<file path="src/rtl/cmd_dispatch_sched.sv">
// Command dispatch scheduler: queues classified commands from the SPI buffer
// in a small FIFO and issues them in order, one at a time, to the matching
// execution unit over a req/ack/done handshake. Overflow, multi-strobe and
// unit-stall conditions are reported as sticky error flags.
module cmd_dispatch_sched #(
  parameter int DEPTH          = 4,
  parameter int CNT_W          = 3,
  parameter int TIMEOUT_CYCLES = 1024,
  parameter int TMR_W          = 11
) (
  input  logic              sysClk,
  input  logic              reset,
  input  logic [7:0]        instruction,
  input  logic [63:0]       data,
  input  logic              valid_buffer_for_camwrite,
  input  logic              valid_buffer_for_read,
  input  logic              valid_buffer_for_mem,
  output logic              cam_req,
  output logic              rd_req,
  output logic              mem_req,
  input  logic              cam_ack,
  input  logic              rd_ack,
  input  logic              mem_ack,
  input  logic              cam_done,
  input  logic              rd_done,
  input  logic              mem_done,
  output logic [7:0]        cmd_instruction,
  output logic [63:0]       cmd_data,
  output logic              busy,
  output logic [CNT_W-1:0]  fifo_count,
  output logic              overflow_err,
  output logic              illegal_err,
  output logic              timeout_err,
  input  logic              err_clear
);

  localparam int PTR_W = (DEPTH > 1) ? $clog2(DEPTH) : 1;
  localparam logic [CNT_W-1:0] FULL_CNT = CNT_W'(DEPTH);
  localparam logic [TMR_W-1:0] TMR_LAST = TMR_W'(TIMEOUT_CYCLES - 1);

  localparam logic [1:0] CLS_CAM = 2'd0;
  localparam logic [1:0] CLS_RD  = 2'd1;
  localparam logic [1:0] CLS_MEM = 2'd2;

  typedef enum logic [1:0] {S_IDLE = 2'd0, S_REQ = 2'd1, S_WAIT = 2'd2} state_t;

  state_t             state, state_nxt;
  logic [1:0]         fifo_cls [DEPTH];
  logic [7:0]         fifo_ins [DEPTH];
  logic [63:0]        fifo_dat [DEPTH];
  logic [PTR_W-1:0]   wr_ptr, rd_ptr;
  logic [1:0]         strobe_cnt;
  logic [1:0]         in_cls;
  logic [1:0]         cur_cls;
  logic [TMR_W-1:0]   timer;
  logic               one_strobe, multi_strobe, fifo_full;
  logic               push, pop, ovf_set, tmo_set;
  logic               sel_ack, sel_done;

  assign strobe_cnt   = {1'b0, valid_buffer_for_camwrite} + {1'b0, valid_buffer_for_read}
                      + {1'b0, valid_buffer_for_mem};
  assign one_strobe   = (strobe_cnt == 2'd1);
  assign multi_strobe = (strobe_cnt >= 2'd2);
  assign fifo_full    = (fifo_count == FULL_CNT);
  assign pop          = (state == S_IDLE) && (fifo_count != '0);
  // A full FIFO still accepts a push when the head leaves on the same edge.
  assign push         = one_strobe && (!fifo_full || pop);
  assign ovf_set      = one_strobe && fifo_full && !pop;
  assign busy         = (state != S_IDLE) || (fifo_count != '0);

  // Encode the class of the single active strobe.
  always_comb begin
    in_cls = CLS_CAM;
    if (valid_buffer_for_read)    in_cls = CLS_RD;
    else if (valid_buffer_for_mem) in_cls = CLS_MEM;
  end

  // Route the handshake of the selected unit; other units are ignored.
  always_comb begin
    sel_ack  = 1'b0;
    sel_done = 1'b0;
    case (cur_cls)
      CLS_CAM: begin sel_ack = cam_ack; sel_done = cam_done; end
      CLS_RD:  begin sel_ack = rd_ack;  sel_done = rd_done;  end
      CLS_MEM: begin sel_ack = mem_ack; sel_done = mem_done; end
      default: begin sel_ack = 1'b0;    sel_done = 1'b0;     end
    endcase
  end

  // FIFO payload storage; contents are only meaningful below fifo_count.
  always_ff @(posedge sysClk) begin
    if (push) begin
      fifo_cls[wr_ptr] <= in_cls;
      fifo_ins[wr_ptr] <= instruction;
      fifo_dat[wr_ptr] <= data;
    end
  end

  // FIFO pointers and explicit occupancy count.
  always_ff @(posedge sysClk or posedge reset) begin
    if (reset) begin
      wr_ptr     <= '0;
      rd_ptr     <= '0;
      fifo_count <= '0;
    end else begin
      if (push) wr_ptr <= wr_ptr + PTR_W'(1);
      if (pop)  rd_ptr <= rd_ptr + PTR_W'(1);
      case ({push, pop})
        2'b10:   fifo_count <= fifo_count + CNT_W'(1);
        2'b01:   fifo_count <= fifo_count - CNT_W'(1);
        default: fifo_count <= fifo_count;
      endcase
    end
  end

  // FSM state register.
  always_ff @(posedge sysClk or posedge reset) begin
    if (reset) state <= S_IDLE;
    else       state <= state_nxt;
  end

  // FSM next state, request lines and timeout detection.
  always_comb begin
    state_nxt = state;
    cam_req   = 1'b0;
    rd_req    = 1'b0;
    mem_req   = 1'b0;
    tmo_set   = 1'b0;
    case (state)
      S_IDLE: begin
        if (pop) state_nxt = S_REQ;
      end
      S_REQ: begin
        cam_req = (cur_cls == CLS_CAM);
        rd_req  = (cur_cls == CLS_RD);
        mem_req = (cur_cls == CLS_MEM);
        if (sel_ack) begin
          state_nxt = sel_done ? S_IDLE : S_WAIT;
        end else if (timer == TMR_LAST) begin
          tmo_set   = 1'b1;
          state_nxt = S_IDLE;
        end
      end
      S_WAIT: begin
        if (sel_done) begin
          state_nxt = S_IDLE;
        end else if (timer == TMR_LAST) begin
          tmo_set   = 1'b1;
          state_nxt = S_IDLE;
        end
      end
      default: state_nxt = S_IDLE;
    endcase
  end

  // Latch the popped command; it stays visible until the next pop.
  always_ff @(posedge sysClk or posedge reset) begin
    if (reset) begin
      cmd_instruction <= '0;
      cmd_data        <= '0;
      cur_cls         <= CLS_CAM;
    end else if (pop) begin
      cmd_instruction <= fifo_ins[rd_ptr];
      cmd_data        <= fifo_dat[rd_ptr];
      cur_cls         <= fifo_cls[rd_ptr];
    end
  end

  // Cycles since the command was issued.
  always_ff @(posedge sysClk or posedge reset) begin
    if (reset)                 timer <= '0;
    else if (pop)              timer <= '0;
    else if (state != S_IDLE)  timer <= timer + TMR_W'(1);
  end

  // Sticky errors; a new error wins over a same-cycle clear.
  always_ff @(posedge sysClk or posedge reset) begin
    if (reset) begin
      overflow_err <= 1'b0;
      illegal_err  <= 1'b0;
      timeout_err  <= 1'b0;
    end else begin
      overflow_err <= ovf_set      | (overflow_err & ~err_clear);
      illegal_err  <= multi_strobe | (illegal_err  & ~err_clear);
      timeout_err  <= tmo_set      | (timeout_err  & ~err_clear);
    end
  end

endmodule

</file>
<file path="config.mk">
export PLATFORM = sky130hd
export DESIGN_NAME = cmd_dispatch_sched
export DESIGN_NICKNAME = d
export VERILOG_FILES = /design/src/rtl/cmd_dispatch_sched.sv
export SDC_FILE = /design/constraint.sdc
export NUM_CORES = 1
export LEC_CHECK = 0
export ABC_CLOCK_PERIOD_IN_PS = 4650
export BUFFER_PORTS_ARGS = -buffer_cell sky130_fd_sc_hd__buf_2
export CORE_ASPECT_RATIO = 0.7
export CORE_MARGIN = 3
export CORE_UTILIZATION = 58
export DETAILED_ROUTE_END_ITERATION = 10
export PLACE_DENSITY = 0.89
export SLEW_MARGIN = 40
export SYNTH_ARGS = -nofsm -noshare
export SYNTH_HDL_FRONTEND = slang
export SYNTH_SLANG_ARGS = --single-unit
</file>
<file path="constraint.sdc">
create_clock -name sysClk -period 4.65 [get_ports sysClk]
set_clock_uncertainty 0.15 [all_clocks]
set_input_delay 0.2325 -clock sysClk [delete_from_list [all_inputs] [get_ports sysClk]]
set_output_delay 0.2325 -clock sysClk [all_outputs]
set_load 0.005 [all_outputs]
</file>
==> metrics.txt <==
status=completed; initial antenna violation count=2; CTS clock-pin slew for the worst setup and hold paths=0.07 ns; post-cts gate resize count=0; Post-Syn Instances=838; full die area=27,470 sq um; final setup violation count=0; EDFF count, synth=296; tightest hold margin=0.02771 ns; Slew headroom=0.5360; post-synthesis register bit count=393; r2r worst-path depth=6; syn nets=933; PnR Total Power=11.10 mW; Core ar.=24,860 sq um; library cells used by synthesis=49; boundary pin count=166; Peak VDD IR=433.2 uV; Multi-input gate area=3251 sq um; via/cell ratio=5.701; RSZ-0062 raised after global routing=no; CP Data Required Time=4.27 ns; Area Overhead vs Synth=22.53%; setup TNS=0 ns; CTS tree=done; routed vias=8,250; TritonCTS Buffers=36; worst-margin pin slew=0.6960 ns; Detailed Routing Iterations Pass 1=7; fin util=0.7286; WP data arrival=2.47 ns; crit path launch type=register; Post-Syn Area=14,780 sq um; initial core utilization=0.5946; Placed Cells=1,308; wire length per cell=21.61 um; pre-CTS setup slack=1.952 ns; initial DRC count=701; R2R setup slack=1.93 ns; hold crit path type=input port to register; Fmax achieved=350.3 MHz; overall die width=196.8 um; Post-Layout Inst Area=18,110 sq um; total gr overflow=0; H-tree levels=2; diode count=0; largest net degree at the start of global routing=82; first-pass GRT wire length=49,690 um; Final min period=2.855 ns; ys async rst share=0.2468; Crit Path Category=register to primary output; yosys warns=0; P_leak=7.058 nW; Syn Area/Cell=17.64 sq um; vias in the first global route=8,672; Final period util=0.6139; Final #Nets=1,191; Rows=48; Port Buf Inserts=165; Slew Limit Fails=0; Clock Path Buffers=3; ys flop type=edfxtp_1; CP max FO=11; register area share after synthesis=0.7654; routability cong.=0.7850; clk_lat worst skew=0.51 ns; post-route worst setup slack=1.795 ns; share of layout cells above drive strength 1=0.2906; Tot GR Track Use=0.2356; DR DRC count=0; final hold vios=0; routed wire length=31,270 um; Detail Route Antenna Nets=0; pwr/cell area=612.7 nW/um^2; Max Cap Viol=0; Placement Cell Area=16,160 sq um; Filler Cells Inserted=1,480; Crit. End Element=primary output; post-DP HPWL=18,910 um; post-CTS setup buffer count=0; clk root buf=clkbuf_16; die height=139.6 um; Post-Layout Cell Count=1,447; FF/Latch Area=11,320 sq um; Min-Delay Path Depth=3; CTS sink cnt=393
sequential cells by signal, indices dropped and copies added, names as in the netlist:
| name | cells |
|---|---|
| fifo_dat | 256 |
| cmd_data | 64 |
| fifo_ins | 32 |
| timer | 11 |
| cmd_instruction | 8 |
| fifo_cls | 8 |
| fifo_count | 3 |
| cur_cls | 2 |
| rd_ptr | 2 |
| state | 2 |
| wr_ptr | 2 |
| illegal_err | 1 |
| overflow_err | 1 |
| timeout_err | 1 |
timing repair:
item                                    CTS  global route
hold buffers                             75             0
endpoints found under the setup margin    0             0
hold endpoints to repair                353             0
power by group:
group,leakage [nW],switching [mW],internal [mW]
registers,3.89,0.414,4.51
logic,2.58,1.72,1.43
clock network,0.593,1.24,1.79
total,7.06,3.37,7.73
placed cells by master, fill, tap and decap left out, drive strengths merged, types with 2 or more instances in the layout:
cell type	Yosys	routed
o21ai	8	8
dfrtp	97	97
a211oi	2	2
dlygate4sd3	0	75
and3b	2	2
o211ai	3	3
bufinv	0	6
o41ai	2	2
nor3	3	3
nand3	7	7
mux2i	2	2
nor2	4	4
nor2b	3	3
buf	20	182
xnor2	6	6
clkbuf	17	43
and2	5	5
nand2	229	229
mux4	74	74
ha	9	9
nand4	2	2
o31ai	3	3
o311ai	2	2
nor4b	2	2
clkinv	0	14
edfxtp	296	296
fa	2	2
mux2	2	2
inv	20	20
critical path, cell delays in order, from the launching register on:
cell and delay [ns]:
dfrtp_1 0.44, inv_1 0.12, ha_1 0.48, nor4b_2 0.59
inv_1 0.16, buf_2 0.17
metal layers:
| metal | GRT usage | routed length, um | vias up |
|---|---|---|---|
| met5 | 0 | 27 | - |
| met4 | 0.05847 | 647 | 4 |
| met3 | 0.04187 | 2487 | 59 |
| met2 | 0.3777 | 15390 | 376 |
| met1 | 0.3468 | 12720 | 4175 |
| li1 | - | - | 3636 |
path summary, 6_finish.rpt:
| kind | startpoint | endpoint |
|---|---|---|
| worst max-delay path | state[0]$_DFFE_PP0P_ | busy |
| min in group asynchronous | reset | cmd_data[19]$_DFFE_PP0N_ |
| worst min-delay path | valid_buffer_for_mem | fifo_cls[1][1]$_DFFE_PP_ |
| worst max register to register | state[0]$_DFFE_PP0P_ | fifo_dat[3][34]$_DFFE_PP_ |
| worst min register to register | cmd_data[18]$_DFFE_PP0N_ | cmd_data[18]$_DFFE_PP0N_ |
| max in group asynchronous | reset | cmd_data[31]$_DFFE_PP0N_ |
cells by family after synthesis:
family / synth area share
muxes: 0.1156
buffers and inverters: 0.01633
DFF: 0.7654
and+or+nand+nor: 0.07278
AOI/OAI and AO/OA: 0.01540
xor gates and xnor gates: 0.004147
adders and majority gates: 0.01033
final cells by class:
cell class / instances / share of cell area
clock buffers: 43 / 0.05236
clock inverters: 21 / 0.01395
inverters: 20 / 0.004420
multi-input cells: 388 / 0.1794
flip-flops and latches: 393 / 0.6251
well taps: 325 / 0.02245
repair buffers: 257 / 0.1023
cell usage after synthesis (all sizes together) (2+ instances only):
cell type	n	share of area
a211oi	2	0.0010
and2	5	0.0021
and3b	2	0.0012
buf	20	0.0069
clkbuf	17	0.0043
dfrtp	97	0.16
edfxtp	296	0.60
fa	2	0.0027
ha	9	0.0076
inv	20	0.0051
mux2	2	0.0015
mux2i	2	0.0014
mux4	74	0.11
nand2	229	0.058
nand3	7	0.0024
nand4	2	0.00085
nor2	4	0.0010
nor2b	3	0.0018
nor3	3	0.0010
nor4b	2	0.0012
o211ai	3	0.0015
o21ai	8	0.0027
o311ai	2	0.0012
o31ai	3	0.0025
o41ai	2	0.0012
xnor2	6	0.0036
Power figures use the tool's default switching activity.
